`src/rtl/uart_txrx.sv`:
```
// Full-duplex 8N1-style UART with a fixed clock divider. TX and RX run as
// independent FSMs on one clock; RX input goes through a 2-flop synchronizer.
module uart_txrx #(
  parameter int p_CLK_DIV  = 10,
  parameter int p_WORD_LEN = 8
) (
  input  logic                  i_clk,
  input  logic                  i_rst,
  input  logic                  i_send,
  input  logic [p_WORD_LEN-1:0] i_data,
  output logic                  o_tx,
  output logic                  o_done,
  output logic                  o_active,
  input  logic                  i_rx,
  output logic [p_WORD_LEN-1:0] o_data,
  output logic                  o_ready
);
  localparam int CW = $clog2(p_CLK_DIV);
  localparam int IW = $clog2(p_WORD_LEN + 1);
  localparam logic [CW-1:0] C_LAST = CW'(p_CLK_DIV - 1);
  localparam logic [CW-1:0] C_HALF = CW'(p_CLK_DIV / 2 - 1);
  localparam logic [IW-1:0] I_LAST = IW'(p_WORD_LEN - 1);

  typedef enum logic [1:0] {TX_IDLE, TX_START, TX_DATA, TX_STOP} tx_state_e;
  typedef enum logic [2:0] {RX_IDLE, RX_START, RX_DATA, RX_STOP, RX_WAIT} rx_state_e;

  tx_state_e             tx_state_q, tx_state_d;
  logic [CW-1:0]         tx_cnt_q, tx_cnt_d;
  logic [IW-1:0]         tx_idx_q, tx_idx_d;
  logic [p_WORD_LEN-1:0] tx_sh_q, tx_sh_d, tx_sh_shr;
  logic                  tx_q, tx_d, done_q, done_d, active_q, active_d;

  rx_state_e             rx_state_q, rx_state_d;
  logic [CW-1:0]         rx_cnt_q, rx_cnt_d;
  logic [IW-1:0]         rx_idx_q, rx_idx_d;
  logic [p_WORD_LEN-1:0] rx_sh_q, rx_sh_d, data_q, data_d;
  logic [p_WORD_LEN:0]   rx_shin;
  logic                  rx_s1_q, rx_s2_q, ready_q, ready_d;
  logic                  tx_bit_end, rx_bit_end;

  assign tx_sh_shr  = tx_sh_q >> 1;
  assign rx_shin    = {rx_s2_q, rx_sh_q};
  assign tx_bit_end = (tx_cnt_q == C_LAST);
  assign rx_bit_end = (rx_cnt_q == C_LAST);

  always_comb begin
    tx_state_d = tx_state_q;
    tx_cnt_d   = tx_bit_end ? '0 : tx_cnt_q + 1'b1;
    tx_idx_d   = tx_idx_q;
    tx_sh_d    = tx_sh_q;
    tx_d       = tx_q;
    done_d     = 1'b0;
    active_d   = active_q;
    case (tx_state_q)
      TX_IDLE: begin
        tx_cnt_d = '0;
        tx_d     = 1'b1;
        active_d = 1'b0;
        if (i_send) begin
          tx_state_d = TX_START;
          tx_sh_d    = i_data;
          tx_d       = 1'b0;
          active_d   = 1'b1;
        end
      end
      TX_START: if (tx_bit_end) begin
        tx_state_d = TX_DATA;
        tx_idx_d   = '0;
        tx_d       = tx_sh_q[0];
      end
      TX_DATA: if (tx_bit_end) begin
        if (tx_idx_q == I_LAST) begin
          tx_state_d = TX_STOP;
          tx_d       = 1'b1;
        end else begin
          tx_idx_d = tx_idx_q + 1'b1;
          tx_sh_d  = tx_sh_shr;
          tx_d     = tx_sh_shr[0];
        end
      end
      default: if (tx_bit_end) begin
        tx_state_d = TX_IDLE;
        done_d     = 1'b1;
        active_d   = 1'b0;
        tx_d       = 1'b1;
      end
    endcase
  end

  // RX samples at bit centres: half a bit into the start bit, then every full bit.
  always_comb begin
    rx_state_d = rx_state_q;
    rx_cnt_d   = rx_bit_end ? '0 : rx_cnt_q + 1'b1;
    rx_idx_d   = rx_idx_q;
    rx_sh_d    = rx_sh_q;
    data_d     = data_q;
    ready_d    = 1'b0;
    case (rx_state_q)
      RX_IDLE: begin
        rx_cnt_d = '0;
        if (!rx_s2_q) rx_state_d = RX_START;
      end
      RX_START: if (rx_cnt_q == C_HALF) begin
        rx_cnt_d   = '0;
        rx_idx_d   = '0;
        rx_state_d = rx_s2_q ? RX_IDLE : RX_DATA;
      end
      RX_DATA: if (rx_bit_end) begin
        rx_sh_d = rx_shin[p_WORD_LEN:1];
        if (rx_idx_q == I_LAST) rx_state_d = RX_STOP;
        else                    rx_idx_d   = rx_idx_q + 1'b1;
      end
      RX_STOP: if (rx_bit_end) begin
        if (rx_s2_q) begin
          data_d     = rx_sh_q;
          ready_d    = 1'b1;
          rx_state_d = RX_IDLE;
        end else begin
          rx_state_d = RX_WAIT;
        end
      end
      default: begin
        rx_cnt_d = '0;
        if (rx_s2_q) rx_state_d = RX_IDLE;
      end
    endcase
  end

  always_ff @(posedge i_clk) begin
    if (i_rst) begin
      tx_state_q <= TX_IDLE;
      tx_cnt_q   <= '0;
      tx_idx_q   <= '0;
      tx_sh_q    <= '0;
      tx_q       <= 1'b1;
      done_q     <= 1'b0;
      active_q   <= 1'b0;
      rx_state_q <= RX_IDLE;
      rx_cnt_q   <= '0;
      rx_idx_q   <= '0;
      rx_sh_q    <= '0;
      data_q     <= '0;
      ready_q    <= 1'b0;
      rx_s1_q    <= 1'b1;
      rx_s2_q    <= 1'b1;
    end else begin
      tx_state_q <= tx_state_d;
      tx_cnt_q   <= tx_cnt_d;
      tx_idx_q   <= tx_idx_d;
      tx_sh_q    <= tx_sh_d;
      tx_q       <= tx_d;
      done_q     <= done_d;
      active_q   <= active_d;
      rx_state_q <= rx_state_d;
      rx_cnt_q   <= rx_cnt_d;
      rx_idx_q   <= rx_idx_d;
      rx_sh_q    <= rx_sh_d;
      data_q     <= data_d;
      ready_q    <= ready_d;
      rx_s1_q    <= i_rx;
      rx_s2_q    <= rx_s1_q;
    end
  end

  assign o_tx     = tx_q;
  assign o_done   = done_q;
  assign o_active = active_q;
  assign o_data   = data_q;
  assign o_ready  = ready_q;
endmodule

```
`config.mk`:
```
export PLATFORM = sky130hd
export DESIGN_NAME = uart_txrx
export DESIGN_NICKNAME = d
export VERILOG_FILES = /design/src/rtl/uart_txrx.sv
export SDC_FILE = /design/constraint.sdc
export NUM_CORES = 1
export LEC_CHECK = 0
export CAP_MARGIN = 0
export CORE_MARGIN = 3
export CORE_UTILIZATION = 50
export CTS_CLUSTER_SIZE = 24
export DETAILED_ROUTE_END_ITERATION = 16
export HOLD_SLACK_MARGIN = 0.06
export PLACE_DENSITY = 0.86
export SYNTH_ARGS = -nofsm -noshare
export SYNTH_HDL_FRONTEND = slang
export SYNTH_SLANG_ARGS = --single-unit
export TNS_END_PERCENT = 10
```
`constraint.sdc`:
```
create_clock -name i_clk -period 1.6 [get_ports i_clk]
set_input_delay 0.48 -clock i_clk [delete_from_list [all_inputs] [get_ports i_clk]]
set_output_delay 0.48 -clock i_clk [all_outputs]
set_load 0.05 [all_outputs]
```
[Yosys cells after proc, flatten, opt, wreduce, memory -nomap -nowiden]
Cells that the tools add are included.
Operators by class
  add/subtract/negate cells: 4
  equality and inequality tests: 21
  muxes and demuxes: 41
  bitwise operators: 3
  reductions and logical operators: 21
Operators by type and width (number)
  4-bit two-way mux: 8
  8-bit two-way mux: 3
  4-bit case mux with 2 select lines: 3
  2-bit inequality test, second input constant: 11
  3-bit two-way mux: 7
  4-bit by 1-bit adder with 4-bit output, second input constant: 4
  8-bit case mux with 2 select lines: 1
  4-bit by 3-bit == test with 1-bit output, second input constant: 3
  2-bit two-way mux: 6
  3-bit case mux with 4 select lines: 1
  4-bit AND reduction: 3
  1-bit two-way mux: 9
  4-bit == test, second input constant: 2
  2-bit nonzero test: 4
  3-bit by 2-bit == test with 1-bit output, second input constant: 2
  2-bit case mux with 3 select lines: 1
  3-bit AND reduction: 2
  6-bit AND reduction: 1
  3-bit OR reduction: 2
  5-bit AND reduction: 1
  5-bit nonzero test: 1
  2-bit AND reduction: 2
  2-bit OR reduction: 2
  4-bit OR reduction: 1
  other kinds (8): 10
Storage, ports and cells
  flip-flop bits (word level): 51
  bits of input ports: 12
  output and inout bits: 12
  word-level logic and storage cells: 105

[Depth between registers and ports, before layout]
Gate-level depths: netlist (run 1).
  depth after elaboration: 4
  depth in mapped cells: 8
  depth with buffers taken out: 6

[Worst setup path after synthesis (run 1)]
OpenSTA, ideal clock, no wires.
  path type: reg-to-reg
  start point: register tx_idx_q[0]
  end point: register tx_idx_q[3]
  library setup time: 0.123 ns
  data arrival time: 1.483 ns
  required time: 1.477 ns
  slack: -0.006 ns
  stages on the path, launching flop included: 7
  path buffers: 1
  clock period less this slack: 1.606 ns
  cell sequence: dfxtp_1 > ha_1 > and3b_1 > buf_6 > a211oi_4 > nand4_1 > mux2_1
On the way
  cells in the longest elaborated chain, start to end: 4
  elaborated cells between the ends (all ways): 7
  classes of those cells: 1 x add/sub; 2 x eq/ne; 3 x mux; 1 x reduce/logical
RTL lines
  start: declaration: RTL line 29  | logic [IW-1:0] tx_idx_q, tx_idx_d;
  start signal: assignment: RTL line 149  | tx_idx_q <= tx_idx_d;
  4-bit by 1-bit adder with 4-bit output: RTL line 76  | tx_idx_d = tx_idx_q + 1'b1;
  4-bit two-way mux: RTL line 72  | if (tx_idx_q == I_LAST) begin
  4-bit two-way mux: RTL line 71  | TX_DATA: if (tx_bit_end) begin
  4-bit case mux with 2 select lines: RTL line 54  | case (tx_state_q)
Parallel ways exist; a longest one is shown, timed or not. The select of a mux whose other input is x is not followed.
A chain may end at the register's enable or synchronous reset.

[Final worst setup path (run 1)]
  start point: register rx_cnt_q[1]
  end point: register rx_cnt_q[2]
On the way
  cells in the longest elaborated chain, start to end: 4
  elaborated cells between the ends (all ways): 6
  classes of those cells: 1 x add/sub; 2 x eq/ne; 3 x mux
RTL lines
  start: declaration: RTL line 34  | logic [CW-1:0] rx_cnt_q, rx_cnt_d;
  start signal: assignment: RTL line 155  | rx_cnt_q <= rx_cnt_d;
  4-bit by 1-bit adder with 4-bit output or 4-bit == test (tied branches): RTL line 93, 44
  4-bit two-way mux: RTL line 93  | rx_cnt_d = rx_bit_end ? '0 : rx_cnt_q + 1'b1;
  4-bit two-way mux: RTL line 103  | RX_START: if (rx_cnt_q == C_HALF) begin
  4-bit case mux with 2 select lines *: RTL line 98  | case (rx_state_q)
Every way passes the cells marked *; elsewhere a longest branch is shown, timed or not.

==> metrics.cfg, run 1 <==
[routing]
drt.antenna.violating_nets=0
wl_per_cell_um=15.0
wl_um=5230
dr.pass1.iters=4
first_iter_violations=117
dr_total_vias=1902
drc_errors=0
vias_per_cell=5.47

[final_layout]
nets=318
num_antenna_cells=0
drive_above_1_share_pct=29.4
fillerInstances=306
fin_util_pct=72.3
syn2layout_area_growth_pct=36.8

[timing]
skew_ps=7.07
setup_viol=3
worstMarginPinSlew_ps=342
slew_headroom_pct=77.1
final.period_utilization_pct=101
fin_tns_setup_ps=-37.7
setup_slack_ps=-23.1
post-route-min-period_ps=1620
slew_violations=0
grt_setup_unrepaired=true
finalHoldViolCount=0
max_freq_mhz=616

[global_route]
grt_max_degree=18
antenna_found_initial=0
track_usage_pct=19.7
grt_pass1_wl_um=8380
grt_pass1_vias=1886
grt-ovfl-total=0

[clock_network]
cts_tree=done
insertion_delay_ps=300
cts_buffers=5
path_clk_slew_ps=90
cts-root-buf=clkbuf_8
cts_buffer_depth=2
cts_max_level=2
cts_sinks=51

[placed_design]
port_buffers=23
dp_hpwl_um=3570
gp_congestion=0.886

[critical_path]
cp.arrival_ps=1870
critPathKind=flop to flop
critPathSlowestCell=or4_4
cp.required_ps=1840
endpoint_kind=flop
crit_path_max_fanout=5
cpPeakStageDelay_ps=520
start_kind=flop
crit_chain=inv_2, ha_4, buf_4, and3b_2, or4_4, nor2_1

[die]
ios=24
die_h_um=74.5
core_area_mm2=0.00444
num_rows=24
die_x_um=74.5
die_area_mm2=0.00555
initial_core_util_pct=52.8

[synthesis]
synth_area_leaders=dfxtp_1 43%, mux2i_1 11%, ha_1 5.9%, nor2_1 5.3%, a311oi_1 2.6%
synth_top_area_cell=dfxtp_1
syn_area_mm2=0.00235
syn_inst=242
postSynth.asyncResetShare_pct=0
yosysSeqAreaShare_pct=43.5
synth_fp_nets=265
avgSynthCellArea_um2=9.70
yosysMostFrequentCell=dfxtp_1
synth-seq-cells=51
yosys-top-cells-count=51 x dfxtp_1, 33 x nor2_1, 26 x mux2i_1
synth.top_cell.area_share_pct=43.5
ys_warn_count=0
synth_cell_types=46
synth_edf_count=0
ys.flop_type=dfxtp_1

[worst_hold_path]
hold_path_class=flop to flop

[power_and_ir_drop]
total_power_w=0.00394
power.density_mw_per_mm2=1230
p_leak_nw=1.32
vdd_drop_max_mv=1.12

[outcome]
failed_checks=setup timing
status=finished with violations

[run]
drv_cap=0

## worst paths after layout
check | cells after the start | start | end | slack (ps)
setup / recovery | 6 | rx_cnt_q[1] | rx_cnt_q[2] | -20
hold / removal | 1 | rx_s1_q | rx_s2_q | 410
setup reg to reg | 6 | rx_cnt_q[1] | rx_cnt_q[2] | -20
hold reg to reg | 1 | rx_s1_q | rx_s2_q | 410
## registers in the layout, indices dropped and copies added, names as in the netlist, 2 cells and up
name,flops
rx_idx_q,4
rx_cnt_q,4
rx_state_q,3
tx_idx_q,4
tx_sh_q,8
tx_state_q,2
o_data,8
tx_cnt_q,4
rx_sh_q,8
## worst max-delay path, delay by kind of cell, from the launching register on
family | cells | cell delay [ps]
DFF | 1 | 350
buffers and inverters | 2 | 170
and+or+nand+nor | 3 | 890
adders and majority gates | 1 | 150
## cell families (layout without fill, tap and decap cells)
group | count (synthesis) | count (layout) | synth area share, %
AOI/OAI and AO/OA | 41 | 41 | 13.8
xor gates and xnor gates | 6 | 6 | 2.24
adders and majority gates | 11 | 11 | 5.86
buffers and inverters | 26 | 80 | 5.38
DFF | 51 | 51 | 43.5
muxes | 27 | 27 | 11.6
and+or+nand+nor | 80 | 80 | 17.7
## metrics by stage
step	setup slack, ps	cells	hold WS (ps)	area, um2
2_1_floorplan	-3.26	242	389	2350
3_5_place_dp	-210	330	394	2910
4_1_cts	-15.9	339	416	3040
3_3_place_gp	-169	330	399	2910
6_report	-23.1	348	415	3210
5_1_grt	-143	348	433	3210
## timing repair
action | in CTS | in global routing
cloned | 0 | 1
gates resized for setup | 6 | 24
pin swaps | 1 | 10
hold buffers | 0 | 0
endpoints found under the setup margin | 13 | 40
hold endpoints to repair | 0 | 0
setup buffers | 1 | 8
## routing by layer
metal / global-route usage, % / routed length (um)
met3: 4.19 / 174
met2: 33.3 / 2620
met1: 24.1 / 2300
met5: 0 / 0
met4: 8.70 / 128
## report_power, final
part / leakage (nW) / switching [W] / internal, W / total [W]
Sequential: 0.417 / 0.000118 / 0.00142 / 0.00154
Combinational: 0.850 / 0.000753 / 0.000750 / 0.00150
Clock: 0.0581 / 0.000427 / 0.000466 / 0.000893
Total: 1.32 / 0.00130 / 0.00264 / 0.00394
## cells in the final DEF (no fill, tap or decap), types with 2 or more instances in the layout
cell and instances:
o21a_1 3, dfxtp_1 46, nand3_2 2, a31oi_1 3, clkdlybuf4s50_1 11, a2111oi_2 2
nand3_1 4, ha_1 6, nand2b_1 2, or2_2 2, buf_6 2, a21oi_1 12
clkbuf_8 5, or2_0 2, nor2b_1 2, dfxtp_2 4, o21ai_0 3, ha_2 4
buf_12 15, nor3_1 4, nand4_1 2, mux2i_1 26, buf_4 31, inv_1 12
nand3b_1 5, xnor2_1 4, xor2_1 2, nor2_1 32, and3b_2 2, nor2_2 2
a41o_1 2, nand2_1 8, a311oi_1 6, nor3b_1 2
## cell type report
class	instances	area (um2)	area share, %
Multi-Input combinational cell	165	1290	40.2
Tap cell	52	65.1	2.03
Timing Repair Buffer	59	666	20.7
Clock buffer	5	68.8	2.14
Clock inverter	3	43.8	1.36
Inverter	13	48.8	1.52
Sequential cell	51	1030	32.1
(Power assumes the default switching activity.)
==> run 2, diff against run 1 <==
--- a/config.mk
+++ b/config.mk
@@ -5,7 +5,7 @@
 export SDC_FILE = /design/constraint.sdc
 export NUM_CORES = 1
 export LEC_CHECK = 0
-export CAP_MARGIN = 0
+export CAP_MARGIN = 5
 export CORE_MARGIN = 3
 export CORE_UTILIZATION = 50
 export CTS_CLUSTER_SIZE = 24
==> constraint.sdc (replaced) <==
create_clock -name i_clk -period 1.6 [get_ports i_clk]
set_input_delay 0.48 -clock i_clk [delete_from_list [all_inputs] [get_ports i_clk]]
set_output_delay 0.48 -clock i_clk [all_outputs]
set_load 0.02 [all_outputs]
==> run 2 against run 1 <==
  * The run now ends clean
  * Die area did not move
  * Setup slack better by 24 ps
  * Largest power group unchanged
  * Total power decreased by 7.5%
  * Flip-flop and latch count did not move
  * Core utilization fell by 4.7 points
  * Global-route usage down 2.7 points
  * Clock power decreased by 13%
  * Cell count shrank 1.1%
  * Worst hold slack better by 3.7 ps
  * Combinational power is 11% lower
  * Largest cell class unchanged
  * Register-to-register slack better by 20 ps
==> metrics.cfg, run 2 (synthesis gave the netlist of run 1 again) <==
[outcome]
status=complete, no violations

[clock_network]
hold_buffers=0  ; unchanged
cts_tree=done
cts-root-buf=clkbuf_8
cts_max_level=2  ; unchanged
path_clk_slew_ps=90  ; about the same
cts_buffers=5  ; unchanged
insertion_delay_ps=310  ; about the same
cts_buffer_depth=2  ; unchanged
cts_sinks=51  ; unchanged

[placed_design]
place_area_mm2=0.00279  ; -4.1%
dp_hpwl_um=3220  ; -9.9%
place_inst=330  ; unchanged
gp_congestion=0.892  ; +0.75%
port_buffers=23  ; unchanged

[timing]
slew_headroom_pct=78.5  ; +1.4 points
grt_setup_unrepaired=true
max_freq_mhz=625  ; +1.5%
setup_viol=0  ; -3
finalHoldViolCount=0  ; unchanged
final.period_utilization_pct=99.9  ; -1.5 points
skew_ps=12.3  ; +5.27 ps
slew_violations=0  ; unchanged
post-route-min-period_ps=1600  ; -24.3 ps
fin_tns_setup_ps=0  ; +37.7 ps
worstMarginPinSlew_ps=322  ; -20.7 ps

[final_layout]
final_cells=344  ; -1.1%
final_cell_mix=44 x dfxtp_1, 33 x nor2_1, 27 x buf_4, 26 x mux2i_1
num_antenna_cells=0  ; unchanged
nets=314  ; -1.3%
final_area_mm2=0.00300  ; -6.5%
drive_above_1_share_pct=22.9  ; -6.4 points
syn2layout_area_growth_pct=27.9
layout_commonest_cell=dfxtp_1

[die]
core_area_mm2=0.00444  ; unchanged
die_h_um=74.5  ; unchanged
die_area_mm2=0.00555  ; unchanged
ios=24  ; unchanged
num_rows=24  ; unchanged
die_x_um=74.5  ; unchanged
initial_core_util_pct=52.8  ; unchanged

[routing]
dr_total_vias=1892  ; -0.53%
dr.pass1.iters=4  ; unchanged
drt.antenna.violating_nets=0  ; unchanged
wl_per_cell_um=13.4  ; -10%
vias_per_cell=5.50  ; +0.63%
drc_errors=0  ; unchanged
first_iter_violations=108  ; -7.7%
wl_um=4630  ; -12%

[global_route]
track_usage_pct=17.0  ; -2.7 points
grt-ovfl-total=0  ; unchanged
antenna_found_initial=0  ; unchanged
grt_max_degree=19  ; +1
grt_pass1_vias=1721  ; -8.7%
grt_pass1_wl_um=7330  ; -13%

[critical_path]
cp.required_ps=1800  ; -40 ps
cp.arrival_ps=1800  ; -70 ps
endpoint_kind=flop
crit_path_max_fanout=6  ; +1
start_kind=flop
critPathKind=flop to flop

[power_and_ir_drop]
vdd_drop_max_mv=0.773  ; -31%
total_power_w=0.00364  ; -7.5%
power.density_mw_per_mm2=1210  ; -1.0%
p_leak_nw=1.27  ; -4.3%

[run]
drv_cap=0  ; unchanged

[worst_hold_path]
hold_path_class=flop to flop

-- run 2: final cells by class --
type / count / area, um2
fill: 324 / 1440
multi-input combinational: 166 / 1280
sequential: 51 / 1030
timing repair buffer: 54 / 480
clock buffer: 5 / 68.8
tap: 52 / 65.1
inverter: 13 / 48.8
clock inverter: 3 / 28.8
-- run 2: worst paths after layout --
| kind | from | slack, ps | end | cells after the start |
|---|---|---|---|---|
| hold reg to reg | rx_s1_q | 420 | rx_s2_q | 1 |
| hold / removal | rx_s1_q | 420 | rx_s2_q | 1 |
| setup reg to reg | tx_idx_q[1] | 1 | tx_idx_q[3] | 5 |
| setup / recovery | tx_idx_q[1] | 1 | tx_idx_q[3] | 5 |
-- run 2: routing by layer --
| metal | track usage, % | share of wire, % | up-vias |
|---|---|---|---|
| met3 | 3.78 | 3.5 | 8 |
| li1 | - | - | 956 |
| met2 | 29.2 | 50 | 37 |
| met4 | 7.11 | 1.7 | 0 |
| met1 | 20.6 | 44 | 891 |
| met5 | 0 | 0 | - |
-- run 2: timing repair --
action,in CTS,in global routing
pin swaps,0,11
resized for setup,15,25
cloned,0,2
setup endpoints to repair,23,33
buffers inserted,0,4
-- run 2: stage by stage --
stage / setup WS [ps] / util (%) / hold WS [ps]
2_1_floorplan: -3.26 / - / 389
3_3_place_gp: -199 / 62.8 / 398
5_1_grt: -52.5 / 67.6 / 445
4_1_cts: -34.8 / 64.8 / 423
3_5_place_dp: -217 / 62.8 / 399
6_report: 1.23 / 67.6 / 419
-- run 2: power breakdown --
| part | leakage, nW | switching, W | internal [W] |
|---|---|---|---|
| clock network | 0.0502 | 0.000449 | 0.000324 |
| registers | 0.418 | 0.000110 | 0.00142 |
| logic | 0.799 | 0.000680 | 0.000653 |
| total | 1.27 | 0.00124 | 0.00240 |
-- run 2: critical path, cell delays in order (launching register included) --
cell and delay, ps:
dfxtp_2 330, ha_2 170, and3b_2 290, a211oi_4 240
nand4_1 150, mux2_4 320
